## src/rtl/modport_pkg.sv

```systemverilog
// modport_pkg: register map addresses, CTRL width, APB phase and register-select enums
package modport_pkg;
  localparam logic [31:0] ADDR_CTRL = 32'h0000_0000;
  localparam logic [31:0] ADDR_REG1 = 32'h0000_0004;
  localparam logic [31:0] ADDR_REG2 = 32'h0000_0008;
  localparam logic [31:0] ADDR_REG3 = 32'h0000_000C;
  localparam logic [31:0] ADDR_ID   = 32'h0000_0010;
  localparam int CTRL_W = 4;
  typedef enum logic [1:0] {IDLE, SETUP, ACCESS} apb_state_e;
  typedef enum logic [2:0] {SEL_CTRL, SEL_REG1, SEL_REG2, SEL_REG3, SEL_ID, SEL_NONE} reg_sel_e;
endpackage

```

## src/rtl/modport_regfile.sv

```systemverilog
// modport_regfile: CTRL/REG1-3 storage plus RO ID; ports clk, rst, wr_en, sel, wdata in; rdata (comb) out
module modport_regfile
  import modport_pkg::*;
#(
  parameter int DATA_W = 32,
  parameter logic [DATA_W-1:0] ID_VALUE = 32'h4D50_0001
) (
  input  logic              clk,
  input  logic              rst,
  input  logic              wr_en,
  input  reg_sel_e          sel,
  input  logic [DATA_W-1:0] wdata,
  output logic [DATA_W-1:0] rdata
);
  logic [CTRL_W-1:0] ctrl_q, ctrl_d;
  logic [DATA_W-1:0] reg1_q, reg1_d, reg2_q, reg2_d, reg3_q, reg3_d;

  always_comb begin
    ctrl_d = wr_en && sel == SEL_CTRL ? wdata[CTRL_W-1:0] : ctrl_q;
    reg1_d = wr_en && sel == SEL_REG1 ? wdata : reg1_q;
    reg2_d = wr_en && sel == SEL_REG2 ? wdata : reg2_q;
    reg3_d = wr_en && sel == SEL_REG3 ? wdata : reg3_q;
    rdata  = sel == SEL_CTRL ? {{(DATA_W-CTRL_W){1'b0}}, ctrl_q} :
             sel == SEL_REG1 ? reg1_q :
             sel == SEL_REG2 ? reg2_q :
             sel == SEL_REG3 ? reg3_q :
             sel == SEL_ID   ? ID_VALUE : '0;
  end

  always_ff @(posedge clk) begin
    if (rst) begin
      ctrl_q <= '0;
      reg1_q <= '0;
      reg2_q <= '0;
      reg3_q <= '0;
    end else begin
      ctrl_q <= ctrl_d;
      reg1_q <= reg1_d;
      reg2_q <= reg2_d;
      reg3_q <= reg3_d;
    end
  end
endmodule

```

## src/rtl/modport_slave.sv

```systemverilog
// modport_slave: zero-wait APB3 slave; PCLK/PRESET, PSEL/PENABLE/PWRITE/PADDR/PWDATA in, registered PRDATA out
module modport_slave
  import modport_pkg::*;
#(
  parameter int ADDR_W = 32,
  parameter int DATA_W = 32,
  parameter logic [DATA_W-1:0] ID_VALUE = 32'h4D50_0001
) (
  input  logic              PCLK,
  input  logic              PRESET,
  input  logic              PSEL,
  input  logic              PENABLE,
  input  logic              PWRITE,
  input  logic [ADDR_W-1:0] PADDR,
  input  logic [DATA_W-1:0] PWDATA,
  output logic [DATA_W-1:0] PRDATA
);
  apb_state_e state_q, state_d;
  reg_sel_e sel;
  logic [DATA_W-1:0] prdata_q, prdata_d, rdata;
  logic setup_req, access_req, wr_en;

  always_comb begin
    sel = PADDR == ADDR_W'(ADDR_CTRL) ? SEL_CTRL :
          PADDR == ADDR_W'(ADDR_REG1) ? SEL_REG1 :
          PADDR == ADDR_W'(ADDR_REG2) ? SEL_REG2 :
          PADDR == ADDR_W'(ADDR_REG3) ? SEL_REG3 :
          PADDR == ADDR_W'(ADDR_ID)   ? SEL_ID   : SEL_NONE;
    setup_req  = PSEL && !PENABLE;
    access_req = PSEL && PENABLE;
    state_d  = state_q == SETUP ? (access_req ? ACCESS : IDLE) : (setup_req ? SETUP : IDLE);
    wr_en    = state_q == SETUP && access_req && PWRITE;
    prdata_d = state_q != SETUP && setup_req && !PWRITE ? rdata : prdata_q;
  end

  always_ff @(posedge PCLK) begin
    if (PRESET) begin
      state_q  <= IDLE;
      prdata_q <= '0;
    end else begin
      state_q  <= state_d;
      prdata_q <= prdata_d;
    end
  end

  modport_regfile #(.DATA_W(DATA_W), .ID_VALUE(ID_VALUE)) u_regfile (
    .clk  (PCLK),
    .rst  (PRESET),
    .wr_en(wr_en),
    .sel  (sel),
    .wdata(PWDATA),
    .rdata(rdata)
  );

  assign PRDATA = prdata_q;
endmodule

```

## config.mk

```make
export PLATFORM = sky130hd
export DESIGN_NAME = modport_slave
export DESIGN_NICKNAME = d
export VERILOG_FILES = /design/src/rtl/modport_pkg.sv /design/src/rtl/modport_regfile.sv /design/src/rtl/modport_slave.sv
export SDC_FILE = /design/constraint.sdc
export NUM_CORES = 1
export LEC_CHECK = 0
export CORE_MARGIN = 2
export CORE_UTILIZATION = 42
export CTS_BUF_LIST = sky130_fd_sc_hd__clkbuf_8
export CTS_CLUSTER_SIZE = 20
export DETAILED_ROUTE_END_ITERATION = 16
export PLACE_DENSITY = 0.67
export SLEW_MARGIN = 10
export SYNTH_ARGS = -nofsm -noshare
export SYNTH_HDL_FRONTEND = slang
export SYNTH_SLANG_ARGS = --single-unit
```

## constraint.sdc

```tcl
create_clock -name PCLK -period 2.4 [get_ports PCLK]
set_clock_uncertainty 0.1 [all_clocks]
set_input_delay 0.24 -clock PCLK [delete_from_list [all_inputs] [get_ports PCLK]]
set_output_delay 0.24 -clock PCLK [all_outputs]
set_load 0.02 [all_outputs]
```

Word level (Yosys, flattened, before mapping)

Index checks and enable logic that the tools add are counted.

Flip-flop bits (word level): 134
Latch bits: 0
Bits in writable memories: 0
Memory bits (read-only): 0
Input bits: 69
Output and inout bits: 32
Logic and storage cells: 43
Memories kept: 0

$add $sub $neg: 0
Multipliers: 0
Div/mod/pow operators: 0
Magnitude comparators: 0
Equal/unequal tests: 10
Shift-type cells: 0
Mux-type cells: 13
Bitwise gates (word level): 0
Reductions and logical operators: 14

Operator list:

| kind                  | number |
|---|---|
| $mux W32              | 4 |
| $eq A32 B4 Y1 const B | 2 |
| $eq A32 B3 Y1 const B | 1 |
| $eq A32 B5 Y1 const B | 1 |
| $logic_not A32 Y1     | 1 |
| $mux W31              | 1 |
| $mux W3               | 4 |
| $logic_and A1 B1 Y1   | 10 |
| $eq A3 B2 Y1 const B  | 2 |
| $mux W2               | 2 |
| $eq A3 B1 Y1 const B  | 1 |
| $eq A3 B3 Y1 const B  | 1 |
| $logic_not A3 Y1      | 1 |
| $eq A2 B1 Y1 const B  | 1 |
| $logic_not A1 Y1      | 2 |
| $mux W1               | 2 |
| $ne A2 B1 Y1 const B  | 1 |

Logic depth before layout (Yosys ltp)

Depth after elaboration: 12
Gate-level depth with buffers: 8
Mapped depth without buffers: 5

By module

A second synthesis with hierarchy kept.

Cells, all modules: 729
Area, all modules: 6119.6 um^2

Modules (own cells, without submodules):

| module          | instances | cells an instance | area each (um^2) | seq. area each (um^2) |
|---|---|---|---|---|
| modport_regfile | 1         | 550               | 4360.4           | 2001.9 |
| modport_slave   | 1         | 179               | 1759.2           | 680.7 |

Worst setup path after synthesis

No wires, ideal clock.

Path kind: register to register
Start point: register state_q[0]
End point: register u_regfile.reg1_q[10]
Arrival: 1.806 ns
Path slack: 0.362 ns
Cell stages (with the launch flop): 8
Path buffers: 2
Clock period less this slack: 2.038 ns
Cells stage by stage: dfxtp_1 nor2b_1 nand4_1 or4_1 clkbuf_1 buf_2 nand2_1 a21oi_1

Longest elaborated chain between the ends: 4

Ends and longest elaborated chain:

| item                             | RTL line              | text |
|---|---|---|
| start: declaration               | modport_slave.sv:18   | `apb_state_e state_q, state_d;` |
| start signal: assignment         | modport_slave.sv:41   | `state_q <= state_d;` |
| $eq A2 B1 Y1                     | modport_slave.sv:32   | `wr_en = state_q == SETUP && access_req && PWRITE;` |
| $logic_and A1 B1 Y1 (2 in a row) | modport_slave.sv:32   |  |
| $logic_and A1 B1 Y1              | modport_regfile.sv:20 | `reg1_d = wr_en && sel == SEL_REG1 ? wdata : reg1_q;` |
| end signal: assignment           | modport_regfile.sv:38 | `reg1_q <= reg1_d;` |
| end: declaration                 | modport_regfile.sv:16 | `logic [DATA_W-1:0] reg1_q, reg1_d, reg2_q, reg2_d, reg3_q, reg3_d;` |

No other way between the ends.
A chain may end at the register's enable or synchronous reset.

Worst setup path in the final report

Start point: register state_q[0]
End point: register u_regfile.reg2_q[17]

Longest elaborated chain between the ends: 4

Ends and longest elaborated chain:

| item                             | RTL line              | text |
|---|---|---|
| $eq A2 B1 Y1                     | modport_slave.sv:32   |  |
| $logic_and A1 B1 Y1 (2 in a row) | modport_slave.sv:32   |  |
| $logic_and A1 B1 Y1              | modport_regfile.sv:21 | `reg2_d = wr_en && sel == SEL_REG2 ? wdata : reg2_q;` |
| end signal: assignment           | modport_regfile.sv:39 | `reg2_q <= reg2_d;` |
| end: declaration                 | modport_regfile.sv:16 |  |

No other way between the ends.

==> results.tsv <==
stage	metric	value	unit
outcome	status	completed	
placement	DP HPWL	9.324	mm
drt	Via Count	4643	
die	I/O pin count	101	
worst_setup_path	CP endpoint kind	register	
cts	# hold bufs at CTS	0	
timing	fin. max-slew vios	0	
timing	worst rel slew slack	0.5683	
drt	DRT Wirelength	14.25	mm
cts	CTS Root Cell	clkbuf_8	
worst_setup_path	CP required	2.59	ns
drt	DR WL/cell	16.01	um
timing	final worst path period need	2.153	ns
worst_setup_path	Critical Path Start Type	register	
cts	CTS buffer count	17	
synthesis	register area share after synthesis	0.4724	
synthesis	ys flop type	dfxtp_1	
synthesis	Yosys reg bits	134	
timing	maximum clock rate	464.4	MHz
timing	final hold slack	0.2219	ns
timing	RSZ-0062 raised after global routing	no	
synthesis	Synth Net Count	672	
die	Core Area	13240	um^2
placement	Cell Area, Placed	6930	um^2
drt	Pre-antenna DRT Iters	5	
cts	CTS tree	done	
final_layout	Util after Layout	0.5544	
grt	antenna violations before repair	0	
worst_setup_path	crit path DAT	2.34	ns
flow_run	Max Cap Viol	0	
synthesis	most area-hungry cell type in the Yosys netlist	dfxtp_1	
synthesis	dominant cells by area after synthesis	dfxtp_1, mux2i_1, nor2_1, nand2_1, mux2_2	
power	P_leak	2.554	nW
grt	GRT Max-Usage Layer	met2	
grt	met3 Track Usage GR	0.05189	
cts	htree depth	4	
synthesis	syn_area_per_cell	9.418	um^2
timing	Worst Tran Pin Value	0.6476	ns
synthesis	area share of the largest cell type after synthesis	0.4724	
final_layout	design area	7342	um^2
worst_setup_path	R2R cell count	7	
timing	Final Hold Viols	0	
placement	Final Wtd Congestion	0.7556	
synthesis	Syn. warnings	0	
timing	setup ws final	0.2467	ns
cts	setup bufs post-CTS	0	
final_layout	Final #Nets	770	
cts	CTS Sinks	134	
timing	post-route clock period utilization	0.8972	
die	Die Width	120.3	um
synthesis	post-synthesis cell count	603	
synthesis	top cells by count, synth	dfxtp_1, nor2_1, nand2_1	
final_layout	fraction of layout cells with a size suffix above 1	0.1401	
die	chip height	120.3	um
final_layout	Diodes inserted	0	
synthesis	Post-Syn Area	5679	um^2
final_layout	fill count	1172	
synthesis	Post-synth EDFFs	0	
grt	GRT met2 Usage	0.3384	
cts	CTS Buffer Depth	2	
grt	largest net degree at the start of global routing	71	
synthesis	synth unique cells	35	
synthesis	count leader, synth	dfxtp_1	
die	Cell Rows	42	
cts	post-cts sizing count	0	
power	peak supply drop	0.0003474	V
drt	Iter 0 DRT Violations	305	
worst_setup_path	Setup CP Type	reg2reg	
cts	Clock transition at path regs	0.08	ns
grt	first-pass GRT wire length	22.96	mm
placement	DP Worst Slack	-0.1576	ns
grt	gr ovfl total	0	
hold_path	min-delay worst type	in2reg	
power	Power Total	4.438	mW
drt	Final ANT Viol Nets	0	
final_layout	synthesis-to-finish area growth	29.28	%
die	die area	14470	um^2
hold_path	Hold Path Stages	2	
grt	GR Layer Usage met1	0.2498	
worst_setup_path	crit-path max FO	10	
cts	Worst-Skew Late Latency	0.43	ns
timing	Final setup viols	0	
grt	Total Routing Usage GR	0.1996	
grt	vias in the first global route	4655	
synthesis	asr flop ratio synth	0	
die	Starting Density	0.4289	
drt	Vias/cell	5.217	
drt	Remaining DRCs	0	
power	PwrDens	604.4	nW/um^2
placement	port bufs	100	
[through the flow]
step                setup TNS, ns  cells
finish                          0    890
CTS                             0    890
floorplan                       0    603
global route                    0    890
global placement           -6.971    858
detailed placement         -11.19    858
[cells by family after synthesis]
group | count (synthesis) | synth area share
AND/OR/NAND/NOR | 229 | 0.1976
flip-flops | 134 | 0.4724
buffers and inverters | 46 | 0.04010
AO/OA/AOI/OAI | 100 | 0.1128
multiplexers | 94 | 0.1771
[layout by cell type (no fill, tap or decap), types with 4 or more instances in the layout]
cell type          n
nor4_4             4
nand2b_1           8
nor2b_1            8
nand2_1           75
nor2_1           106
mux2_2            22
a21oi_1           49
o21ai_1            6
a22oi_1           22
mux2i_1           69
clkbuf_8          17
inv_6              4
buf_4             21
clkdlybuf4s50_1   97
a22o_1            22
dfxtp_1          134
buf_12             5
nor4_2             6
[state kept, by name, summed over array words and instances (netlist names)]
name              cells
u_regfile.ctrl_q      4
state_q               2
PRDATA               32
u_regfile.reg1_q     32
u_regfile.reg3_q     32
u_regfile.reg2_q     32
[worst max-delay path, stage by stage (launching register included)]
cell	delay, ns
dfxtp_1	0.31
nor2b_1	0.28
nand4_1	0.20
buf_4	0.22
nor4b_4	0.31
buf_4	0.30
mux2i_1	0.22
nor2_1	0.06
[path summary, 6_finish.rpt]
| check | from | end | slack (ns) |
|---|---|---|---|
| min | PRESET | u_regfile.reg2_q[22]$_SDFFE_PP0P_ | 0.22 |
| max reg2reg | state_q[0]$_SDFF_PP0_ | u_regfile.reg2_q[17]$_SDFFE_PP0P_ | 0.25 |
| max | state_q[0]$_SDFF_PP0_ | u_regfile.reg2_q[17]$_SDFFE_PP0P_ | 0.25 |
| min reg2reg | PRDATA[26]$_SDFFE_PP0P_ | PRDATA[26]$_SDFFE_PP0P_ | 0.35 |
[power by group]
part | internal (mW) | switching [mW]
Combinational | 0.134 | 0.141
Clock | 1.04 | 0.905
Sequential | 2.22 | 0.000176
Total | 3.39 | 1.05
[metal layers]
metal | part of all wire | wire length (um)
met1 | 0.44 | 6331
met2 | 0.49 | 6928
met3 | 0.062 | 888
met5 | 0 | 0
met4 | 0.0073 | 104
[cell type report]
class                      instances  area [um^2]  area share
sequential                       134         2683      0.3654
tap                              176        220.2     0.02999
multi-input combinational        423         2789      0.3799
clock buffer                      17        234.0     0.03187
clock inverter                    15        177.7     0.02420
timing repair buffer             125         1239      0.1687
Power figures use the tool's default switching activity.
